==> src/rtl/octave_sel.sv <==
// octave_sel: turns octave up/down button levels into a saturating or wrapping
// octave index with optional hold-to-auto-repeat, plus change/limit pulses.
`default_nettype none

module octave_sel #(
    parameter  int NUM_OCT    = 4,
    parameter  int RESET_OCT  = 0,
    parameter  int WRAP       = 1,
    parameter  int REPEAT_DLY = 0,
    parameter  int REPEAT_PER = 1,
    localparam int W          = $clog2(NUM_OCT)
) (
    input  logic         clk,
    input  logic         nrst,
    input  logic         oct_up,
    input  logic         oct_down,
    output logic [W-1:0] oct_sel,
    output logic         oct_changed,
    output logic         limit_hit,
    output logic         at_min,
    output logic         at_max
);

    localparam logic [1:0]   S_IDLE   = 2'd0;
    localparam logic [1:0]   S_HOLD   = 2'd1;
    localparam logic [1:0]   S_REPEAT = 2'd2;

    localparam logic [W-1:0] C_MAX    = W'(NUM_OCT - 1);
    localparam logic [W-1:0] C_RST    = W'(RESET_OCT);
    localparam logic [15:0]  C_DLY_M1 = (REPEAT_DLY > 0) ? 16'(REPEAT_DLY - 1) : 16'd0;
    localparam logic [15:0]  C_PER_M1 = (REPEAT_PER > 0) ? 16'(REPEAT_PER - 1) : 16'd0;

    logic [1:0]   state_q, state_d;
    logic         dir_q, dir_d;       // 1 = down button held, 0 = up button held
    logic [15:0]  cnt_q, cnt_d;
    logic [W-1:0] sel_q, sel_d;
    logic         chg_q, chg_d;
    logic         lim_q, lim_d;
    logic         up_prev_q, dn_prev_q;

    logic         w_up_only;
    logic         w_dn_only;
    logic         w_held;
    logic         w_opp;
    logic         w_step_en;
    logic         w_step_dn;

    // A press requires the other button to be low; simultaneous activity is no press.
    assign w_up_only = oct_up   & ~up_prev_q & ~oct_down;
    assign w_dn_only = oct_down & ~dn_prev_q & ~oct_up;
    assign w_held    = dir_q ? oct_down : oct_up;
    assign w_opp     = dir_q ? oct_up   : oct_down;

    always_comb begin
        state_d   = state_q;
        dir_d     = dir_q;
        cnt_d     = cnt_q;
        w_step_en = 1'b0;
        w_step_dn = dir_q;
        case (state_q)
            S_IDLE: begin
                if (w_up_only || w_dn_only) begin
                    w_step_en = 1'b1;
                    w_step_dn = w_dn_only;
                    dir_d     = w_dn_only;
                    cnt_d     = 16'd0;
                    state_d   = S_HOLD;
                end
            end
            S_HOLD: begin
                if (!w_held || w_opp) begin
                    cnt_d   = 16'd0;
                    state_d = S_IDLE;
                end else if (REPEAT_DLY != 0) begin
                    if (cnt_q == C_DLY_M1) begin
                        w_step_en = 1'b1;
                        cnt_d     = 16'd0;
                        state_d   = S_REPEAT;
                    end else begin
                        cnt_d = cnt_q + 16'd1;
                    end
                end
            end
            S_REPEAT: begin
                if (!w_held || w_opp) begin
                    cnt_d   = 16'd0;
                    state_d = S_IDLE;
                end else if (cnt_q == C_PER_M1) begin
                    w_step_en = 1'b1;
                    cnt_d     = 16'd0;
                end else begin
                    cnt_d = cnt_q + 16'd1;
                end
            end
            default: begin
                cnt_d   = 16'd0;
                state_d = S_IDLE;
            end
        endcase
    end

    always_comb begin
        sel_d = sel_q;
        chg_d = 1'b0;
        lim_d = 1'b0;
        if (w_step_en) begin
            if (w_step_dn) begin
                if (sel_q != C_MAX) begin
                    sel_d = sel_q + W'(1);
                    chg_d = 1'b1;
                end else if (WRAP != 0) begin
                    sel_d = '0;
                    chg_d = 1'b1;
                end else begin
                    lim_d = 1'b1;
                end
            end else begin
                if (sel_q != '0) begin
                    sel_d = sel_q - W'(1);
                    chg_d = 1'b1;
                end else if (WRAP != 0) begin
                    sel_d = C_MAX;
                    chg_d = 1'b1;
                end else begin
                    lim_d = 1'b1;
                end
            end
        end
    end

    // Previous-sample registers reset high so a button held through reset is not a press.
    always_ff @(posedge clk or negedge nrst) begin
        if (!nrst) begin
            state_q   <= S_IDLE;
            dir_q     <= 1'b0;
            cnt_q     <= 16'd0;
            sel_q     <= C_RST;
            chg_q     <= 1'b0;
            lim_q     <= 1'b0;
            up_prev_q <= 1'b1;
            dn_prev_q <= 1'b1;
        end else begin
            state_q   <= state_d;
            dir_q     <= dir_d;
            cnt_q     <= cnt_d;
            sel_q     <= sel_d;
            chg_q     <= chg_d;
            lim_q     <= lim_d;
            up_prev_q <= oct_up;
            dn_prev_q <= oct_down;
        end
    end

    assign oct_sel     = sel_q;
    assign oct_changed = chg_q;
    assign limit_hit   = lim_q;
    assign at_min      = (sel_q == '0);
    assign at_max      = (sel_q == C_MAX);

endmodule

`default_nettype wire

==> config.mk <==
export PLATFORM = sky130hd
export DESIGN_NAME = octave_sel
export DESIGN_NICKNAME = d
export VERILOG_FILES = /design/src/rtl/octave_sel.sv
export SDC_FILE = /design/constraint.sdc
export NUM_CORES = 1
export LEC_CHECK = 0
export BUFFER_PORTS_ARGS = -buffer_cell sky130_fd_sc_hd__buf_4
export CAP_MARGIN = 20
export CORE_AREA = 3 3 40 42
export DETAILED_ROUTE_END_ITERATION = 7
export DIE_AREA = 0 0 43 45
export PLACE_DENSITY = 0.45
export SETUP_SLACK_MARGIN = 0.15
export SLEW_MARGIN = 10
export SYNTH_ARGS = -nofsm -noshare
export SYNTH_HDL_FRONTEND = slang
export SYNTH_SLANG_ARGS = --single-unit
==> constraint.sdc <==
create_clock -name clk -period 1.6 [get_ports clk]
set_input_delay 0.16 -clock clk [delete_from_list [all_inputs] [get_ports clk]]
set_output_delay 0.16 -clock clk [all_outputs]
set_load 0.1 [all_outputs]
# After elaboration in Yosys (flattened, before gate mapping)
# Index checks and enable logic that the tools add are counted.
# word_totals
ff_bits,24
inputBits,4
out_inout_bits,6
wordCells,55
# op_classes
addsub,3
eq_ne,7
muxes,20
n_bitwise,8
reduce_logical,10
# op_table
op,n
$mux W16,4
$pmux W16 S3,1
$add A16 B1 Y16 const B,1
$logic_not A16 Y1,1
$mux W2,5
$mux W1,8
$ne A2 B2 Y1 const B,3
$and A1 B1 Y1,4
$eq A2 B2 Y1 const B,2
$logic_not A2 Y1,2
$not A1 Y1,4
$pmux W2 S2,1
$reduce_and A2 Y1,2
$add A2 B1 Y2 const B,1
$eq A2 B1 Y1 const B,1
$logic_or A1 B1 Y1,2
$ne A2 B1 Y1 const B,1
$pmux W1 S2,1
$reduce_bool A2 Y1,1
$reduce_or A2 Y1,1
$sub A2 B1 Y2 const B,1
$logic_not A1 Y1,1

# Longest topological paths before layout
# Gate-level depths: netlist (run 1).
# logic_depth
depth_word,7
ltp_mapped,4
mapped_depth_nobuf,4

# Least setup slack after synthesis (run 1)
# No wires, ideal clock.
# synth_timing
path_kind,flip-flop to flip-flop
start,"register sel_q[1], in the netlist oct_sel[1]"
end,"register sel_q[0], in the netlist oct_sel[0]"
setup_time_ns,0.126
arrival_ns,2.372
required_ns,1.474
path_slack_ns,-0.898
path_stages_with_launch,4
path_buffers,0
synth_period_minus_slack_ns,2.498
path_cell_list,dfrtp_1 ha_1 o21ai_1 a221o_1
# synth_between
elab_chain_len,3
elab_cells_between_ends,5
classes_between,1 x eq/ne; 3 x mux; 1 x reduce/logical
# synth_lines
item,line,text
"start, declared",36,"logic [W-1:0] sel_q, sel_d;"
"start signal, assigned",146,sel_q <= sel_d;
$ne A2 B2 Y1 or $reduce_bool A2 Y1 (tied branches),"108, 118",
"$mux W2, on equally long branches","108, 118",
$mux W2 (*),107,if (w_step_dn) begin
# Every way passes the cells marked *; elsewhere a longest branch is shown, timed or not.
# A chain may end at the register's enable or synchronous reset.

# Worst setup path in the final report (run 1)
# layout_timing
start,"register sel_q[0], in the netlist oct_sel[0]"
end,output port at_min
# layout_between
elab_chain_len,1
# layout_lines
item,line,text
$logic_not A2 Y1,157,assign at_min = (sel_q == '0);
"end, declared",20,"output logic at_min,"
# Every way passes these cells.

==> results of run 1 <==
-- Yosys cell counts (all sizes together) --
master,count,area share [%]
a211oi,1,3.4
a21oi,2,2.7
a221o,1,2.7
and2,1,2.1
and2b,1,2.4
buf,1,2.1
conb,1,1.0
dfrtp,5,34
dfstp,2,14
ha,2,6.9
inv,2,2.1
nand2,1,1.0
nor2,3,3.1
nor3,1,1.4
nor4b,2,6.5
o21ai,2,2.7
o32ai,1,2.4
or2b,1,2.1
or4b,2,6.5
-- worst max path at each step --
| stage | start | to | depth (start not counted) |
|---|---|---|---|
| 5_1_grt | state_q[0]$_DFFE_PN0P_ | oct_sel[0]$_DFFE_PN0P_ | 3 |
| 3_3_place_gp | state_q[0]$_DFFE_PN0P_ | oct_sel[1]$_DFFE_PN0P_ | 3 |
| 3_5_place_dp | state_q[0]$_DFFE_PN0P_ | oct_sel[1]$_DFFE_PN0P_ | 3 |
| 4_1_cts | oct_sel[0]$_DFFE_PN0P_ | at_min | 3 |
| 6_report | oct_sel[0]$_DFFE_PN0P_ | at_min | 3 |
| 2_1_floorplan | oct_sel[1]$_DFFE_PN0P_ | oct_sel[0]$_DFFE_PN0P_ | 3 |
-- cells by family after synthesis --
| logic type | after synthesis |
|---|---|
| buffers and inverters | 3 |
| AOI/OAI and AO/OA | 7 |
| and+or+nand+nor | 12 |
| adders and majority gates | 2 |
| other | 1 |
| DFF | 7 |
-- cell usage in the layout, fill, tap and decap left out, drive strengths merged, types with 2 or more instances in the layout --
cell and n:
dfrtp 5, ha 2, inv 2, a21oi 2, buf 9, or4b 2
o21ai 2, dfstp 2, nor2 3, nor4b 2, clkbuf 4
-- per-layer routing --
layer	part of all wire, %	vias up	wire length (µm)
met5	0	-	0
met4	0	0	0
met3	6.6	0	50
met2	50	8	384
met1	43	136	327
li1	-	138	-
-- final cells by class --
type | count | area [µm²] | area share (%)
multi-input combinational | 22 | 196 | 37.8
clock buffer | 4 | 26.3 | 5.06
tap | 15 | 18.8 | 3.61
timing repair buffer | 10 | 85.1 | 16.4
sequential | 7 | 185 | 35.7
inverter | 2 | 7.51 | 1.45
-- through the flow --
stage | cell area, µm² | instances
floorplan | 397 | 32
global placement | 475 | 55
detailed placement | 475 | 55
CTS | 519 | 60
global route | 519 | 60
finish | 519 | 60
-- timing repair --
item	in CTS	in global routing
endpoints found under the setup margin	1	2
pin swaps	0	0
hold endpoints to repair	7	0
resized for setup	2	0
hold buffers	1	0
==> impl_metrics.yaml, run 1 <==
routing:
  vias: 282
  first_pass_iters: 2
  drt-initial-drc-count: 4
  drc: 0
  antenna_left: 0
  drt-total-wl_um: 762
  vias_per_cell: 4.70
  route.detailed.wl_per_inst_um: 12.7
worst_hold_path:
  hp-class: "primary input to flip-flop"
  holdPathEnd: "up_prev_q$_DFF_PN1_"
  hp-start: "oct_up"
  holdPathStages: 1
floorplan:
  num_io_pins: 10
  rows: 13
  coreArea_mm2: 0.00128
  initial_core_util_pct: 28.3
  dieArea_mm2: 0.00194
  die_width_um: 43
  die_height_um: 45
sta:
  setup_ws_ns: 0.168
  final.setup.tns_ns: 0
  setup_viol: 0
  fin_crit_sh_pct: 89.5
  skew_ns: 0.00682
  timing.fmax_ghz: 0.698
  fin_hold_ws_ns: 0.0481
  min_period_ns: 1.43
  hold_viol: 0
  grt_setup_unrepaired: "true"
  slew_violations: 0
worst_setup_path:
  required_ns: 1.44
  cp_cell_sequence: "inv_1 -> ha_4 -> buf_8"
  slowest_delay_ns: 0.49
  rr_worst_depth: 3
  r2r-end: "oct_sel[1]$_DFFE_PN0P_"
  cp.arrival_ns: 1.27
  end_kind: "primary output"
  worstPathMaxFanout: 3
  worstSetupPathType: "flip-flop to primary output"
  r2r_start: "state_q[0]$_DFFE_PN0P_"
  critPathSlowestCell: "dfrtp_4"
  cp-start-kind: "flip-flop"
  path_buf_inv: 2
  r2r_slack_ns: 0.20
  crit_family: "flip-flops"
clock_tree:
  cts_made_buffers: 3
  cts_setup_buffers: 0
  clkLatencyLatePin_ns: 0.25
  htreeDepth: 1
  cts-root-buf: "clkbuf_4"
  clk_pin_slew_ns: 0.06
  clockBufferDepth: 2
  cts_tree: "done"
  clock-sinks: 7
global_routing:
  grt_usage_pct: 8.22
  grt_pass1_vias: 262
  busiest_layer: "met2"
  antenna_found_initial: 0
  grt_pass1_wl_um: 1120
  grt_use_met1_pct: 8.37
  grtUsageMet3_pct: 6.37
  grt_use_met2_pct: 13.5
  grt_max_degree: 8
  grt_overflow: 0
logic_synthesis:
  synth_nets: 38
  synth.distinct_cells: 22
  synth_top_family_by_area: "simple AND/OR/NAND/NOR gates"
  synth-xor-area-share_pct: 0
  synth_mux_area_share_pct: 0
  yosys.area_share.simple_pct: 25.1
  synthAdderAreaFrac_pct: 6.87
  synth_compound_gate_area_share_pct: 14.1
  ys_ff_latch: 7
  synth_cells: 32
  syn_avg_cell_area_um2: 11.4
  netlist_area_um2: 364
  synth-seq-area-share_pct: 48.8
  ys_warn_count: 0
place:
  hpwl_um: 590
  port_buffers: 8
  gp_congestion: 0.831
  dpl_worst_slack_ns: 0.201
layout:
  utilization_pct: 40.4
  num-fill-cells: 128
  drive_gt1_share_pct: 51.1
  finalNetCount: 52
  area_delta_synth_final_pct: 42.6
  antenna_cells: 0
run_status:
  status: "complete, no violations"
run:
  maxCapViolCount: 0
Power of run 1 is not shown: default switching activity piles up to over one toggle a cycle in this logic, so the estimate is an artifact.
==> run 2, diff against run 1 <==
--- a/config.mk
+++ b/config.mk
@@ -7,9 +7,9 @@
 export LEC_CHECK = 0
 export BUFFER_PORTS_ARGS = -buffer_cell sky130_fd_sc_hd__buf_4
 export CAP_MARGIN = 20
-export CORE_AREA = 3 3 40 42
+export CORE_AREA = 2 2 39 41
 export DETAILED_ROUTE_END_ITERATION = 7
-export DIE_AREA = 0 0 43 45
+export DIE_AREA = 0 0 41 43
 export PLACE_DENSITY = 0.45
 export SETUP_SLACK_MARGIN = 0.15
 export SLEW_MARGIN = 10
==> constraint.sdc (replaced) <==
create_clock -name clk -period 1.6 [get_ports clk]
set_input_delay 0.08 -clock clk [delete_from_list [all_inputs] [get_ports clk]]
set_output_delay 0.08 -clock clk [all_outputs]
set_load 0.1 [all_outputs]
==> impl_metrics.yaml, run 2 (synthesis results as in run 1) <==
routing:
  antenna_left: 0
  route.detailed.wl_per_inst_um: 11.1
  drt-initial-drc-count: 1
  drt-total-wl_um: 713
  first_pass_iters: 2
  vias_per_cell: 4.67
  vias: 299
  drc: 0
clock_tree:
  cts-root-buf: "clkbuf_4"
  clkLatencyLatePin_ns: 0.25
  cts_setup_buffers: 0
  clockBufferDepth: 2
  htreeDepth: 1
  cts_tree: "done"
  clock-sinks: 7
  cts_made_buffers: 3
  clk_pin_slew_ns: 0.06
layout:
  final_cell_mix: "buf_4 (10), nor2_1 (3), dfrtp_1 (3), clkbuf_4 (3), dlygate4sd3_1 (3)"
  utilization_pct: 39.6
  finalNetCount: 55
  final_cell_count_no_fill: 64
  stdcell_area_um2: 548
  layout_commonest_cell: "buf_4"
  antenna_cells: 0
  area_delta_synth_final_pct: 50.5
  drive_gt1_share_pct: 54.2
worst_setup_path:
  end_kind: "primary output"
  r2r_slack_ns: 0.21
  rr_worst_depth: 3
  r2r-end: "oct_sel[1]$_DFFE_PN0P_"
  cp.arrival_ns: 1.33
  worstSetupPathType: "flip-flop to primary output"
  cp-start-kind: "flip-flop"
  required_ns: 1.52
  critPathSlowestCell: "dfrtp_4"
  r2r_start: "state_q[0]$_DFFE_PN0P_"
  worstPathMaxFanout: 3
  slowest_delay_ns: 0.50
  cp_cell_sequence: "inv_1 -> ha_4 -> buf_4"
place:
  gp_congestion: 0.799
  dp_cells: 57
  port_buffers: 8
  post_dp_cell_area_um2: 484
global_routing:
  grt_max_degree: 8
  grt_usage_pct: 11.0
  antenna_found_initial: 0
  grt_pass1_vias: 303
  grt_overflow: 0
  grt_pass1_wl_um: 1240
worst_hold_path:
  holdPathStages: 2
  hp-start: "oct_up"
  holdPathEnd: "state_q[0]$_DFFE_PN0P_"
  hp-class: "primary input to flip-flop"
sta:
  timing.fmax_ghz: 0.710
  fin_crit_sh_pct: 88.1
  slew_violations: 0
  grt_setup_unrepaired: "false"
  min_period_ns: 1.41
  final.setup.tns_ns: 0
  skew_ns: 0.00324
  hold_viol: 0
  setup_viol: 0
floorplan:
  initial_core_util_pct: 26.3
  dieArea_mm2: 0.00176
  num_io_pins: 10
  die_width_um: 41
  die_height_um: 43
  coreArea_mm2: 0.00138
  rows: 14
run:
  maxCapViolCount: 0
run_status:
  status: "complete, no violations"
-- run 2: cell types whose count changed in the layout (fill, tap and decap cells not counted) --
cell,delta
dlygate4sd3_1,+2
a21oi_1,-1
a21oi_2,+1
or4b_1,-1
buf_4,+2
or4b_4,+1
buf_8,-1
-- run 2: worst max-delay path, delay by kind of cell, from the launching register on --
kind                     cells  cell delay [ns]
adder cells (fa/ha/maj)      1             0.15
flip-flops                   1             0.50
buffers and inverters        2             0.43
-- run 2: area by class of cell --
class | instances | area, µm²
fill | 151 | 836
multi-input combinational | 22 | 204
sequential | 7 | 185
timing repair buffer | 13 | 105
clock buffer | 4 | 26.3
tap | 16 | 20.0
inverter | 2 | 7.51
-- run 2: stage by stage --
step	setup slack (ns)	hold slack, ns
2_1_floorplan	0.0889	-0.216
3_3_place_gp	0.243	-0.102
3_5_place_dp	0.214	-0.101
4_1_cts	0.171	0.0506
5_1_grt	0.154	0.0525
6_report	0.191	0.0523
-- run 2: worst max path at each step --
| stage | from | endpoint | slack (ns) | cells after the start |
|---|---|---|---|---|
| 2_1_floorplan | oct_sel[1]$_DFFE_PN0P_ | oct_sel[0]$_DFFE_PN0P_ | 0.09 | 3 |
| 3_3_place_gp | state_q[0]$_DFFE_PN0P_ | oct_sel[1]$_DFFE_PN0P_ | 0.24 | 3 |
| 3_5_place_dp | state_q[0]$_DFFE_PN0P_ | oct_sel[1]$_DFFE_PN0P_ | 0.21 | 3 |
| 4_1_cts | oct_down | oct_sel[1]$_DFFE_PN0P_ | 0.17 | 5 |
| 5_1_grt | state_q[0]$_DFFE_PN0P_ | oct_sel[1]$_DFFE_PN0P_ | 0.15 | 3 |
| 6_report | oct_sel[0]$_DFFE_PN0P_ | at_min | 0.19 | 3 |
-- run 2: layer usage --
layer	GRT usage (%)	share of wire, %
met1	11.7	44
met2	16.3	50
met3	3.14	3.9
met4	10.0	1.7
met5	0	0
-- run 2: repair_timing --
action | in CTS | in global routing
hold buffers | 3 | 0
resized for setup | 0 | 2
endpoints found under the setup margin | 0 | 2
hold endpoints to repair | 9 | 0
Power of run 2 is left out for the same reason.
==> run 3, diff against run 2 <==
==> constraint.sdc (replaced) <==
create_clock -name clk -period 1.4 [get_ports clk]
set_input_delay 0.07 -clock clk [delete_from_list [all_inputs] [get_ports clk]]
set_output_delay 0.07 -clock clk [all_outputs]
set_load 0.1 [all_outputs]
==> impl_metrics.yaml, run 3 (synthesis results as in run 1) <==
floorplan:
  dieArea_mm2: 0.00176
  num_io_pins: 10
  initial_core_util_pct: 26.3
  die_width_um: 41
  die_height_um: 43
  coreArea_mm2: 0.00138
  rows: 14
clock_tree:
  cts_setup_buffers: 0
  cts_made_buffers: 3
  cts-root-buf: "clkbuf_4"
  clock-sinks: 7
  clk_pin_slew_ns: 0.06
  htreeDepth: 1
  cts_tree: "done"
  clkLatencyLatePin_ns: 0.25
  holdBufCountCts: 2
  clockBufferDepth: 2
global_routing:
  grt_overflow: 0
  antenna_found_initial: 0
  grt_usage_pct: 11.2
  grt_max_degree: 8
  grt_pass1_vias: 322
  grt_pass1_wl_um: 1260
routing:
  vias: 294
  drc: 0
  first_pass_iters: 2
  vias_per_cell: 4.67
  route.detailed.wl_per_inst_um: 11.2
  drt-initial-drc-count: 1
  antenna_left: 0
  drt-total-wl_um: 707
layout:
  utilization_pct: 41.0
  antenna_cells: 0
  final_cell_mix: "buf_4 (8), nor2_1 (3), clkbuf_4 (3)"
  multi_input_area_um2: 210
  register_area_um2: 186
  drive_gt1_share_pct: 63.8
  finalNetCount: 54
  final_cell_count_no_fill: 63
  layout_commonest_cell: "buf_4"
  num-fill-cells: 143
  area_delta_synth_final_pct: 55.7
place:
  dpl_worst_slack_ns: 0.0204
  port_buffers: 8
  hpwl_um: 532
  dp_cells: 57
  gp_congestion: 0.798
worst_setup_path:
  worstPathMaxFanout: 7
  r2r_slack_ns: 0.07
  worstSetupPathType: "flip-flop to flip-flop"
  end_kind: "flip-flop"
  required_ns: 1.54
  rr_worst_depth: 3
  r2r_start: "state_q[0]$_DFFE_PN0P_"
  r2r-end: "oct_sel[1]$_DFFE_PN0P_"
  cp-start-kind: "flip-flop"
  cp.arrival_ns: 1.47
worst_hold_path:
  holdPathEnd: "dn_prev_q$_DFF_PN1_"
  hp-start: "oct_down"
  holdPathStages: 1
  hp-class: "primary input to flip-flop"
sta:
  timing.fmax_ghz: 0.753
  skew_ns: 0.000738
  slew_violations: 0
  hold_viol: 1
  grt_setup_unrepaired: "true"
  fin_crit_sh_pct: 94.9
  min_period_ns: 1.33
  final.setup.tns_ns: 0
  setup_ws_ns: 0.0721
  fin_hold_ws_ns: -0.0414
  setup_viol: 0
run_status:
  violations: "hold timing"
  status: "complete, but fails checks"
run:
  maxCapViolCount: 0
[run 3: worst max path at each step]
stage	startpoint	to	slack (ns)	cells after the start
global route	state_q[0]$_DFFE_PN0P_	oct_sel[1]$_DFFE_PN0P_	0.009	3
finish	state_q[0]$_DFFE_PN0P_	oct_sel[1]$_DFFE_PN0P_	0.07	3
CTS	state_q[0]$_DFFE_PN0P_	oct_sel[1]$_DFFE_PN0P_	0.08	3
detailed placement	state_q[0]$_DFFE_PN0P_	oct_sel[1]$_DFFE_PN0P_	0.02	3
floorplan	oct_sel[1]$_DFFE_PN0P_	oct_sel[0]$_DFFE_PN0P_	-0.11	3
global placement	state_q[0]$_DFFE_PN0P_	oct_sel[1]$_DFFE_PN0P_	0.04	3
[run 3: through the flow]
| step | hold WS, ns | instance area (µm²) |
|---|---|---|
| 2_1_floorplan | -0.226 | 397 |
| 3_5_place_dp | -0.113 | 484 |
| 5_1_grt | -0.0578 | 567 |
| 6_report | -0.0414 | 567 |
| 3_3_place_gp | -0.112 | 484 |
| 4_1_cts | -0.0495 | 554 |
[run 3: repair_timing]
| action | CTS | global route |
|---|---|---|
| endpoints found under the setup margin | 3 | 4 |
| endpoints found under the hold margin | 9 | 1 |
| pin swaps | 3 | 1 |
| resized for setup | 6 | 6 |
| cloned | 0 | 0 |
[run 3: worst max-delay path, stage by stage (launching register included)]
cell      delay [ns]
dfrtp_2         0.45
or4b_4          0.52
a211oi_2        0.19
a21oi_1         0.06
[run 3: cell type report]
| cell class | instances | area share, % |
|---|---|---|
| multi-input cells | 22 | 37.1 |
| flip-flops and latches | 7 | 32.9 |
| repair buffers | 12 | 19.6 |
| clock buffers | 4 | 4.64 |
| well taps | 16 | 3.53 |
| inverters | 2 | 2.21 |
[run 3: routing by layer]
layer  track usage [%]  wire length [µm]  up-vias
li1                  -                 -      144
met1              12.0               323      140
met2              15.6               339        6
met3              4.71                24        4
met4              10.0                19        0
met5                 0                 0        -
Power of run 3 is left out for the same reason.
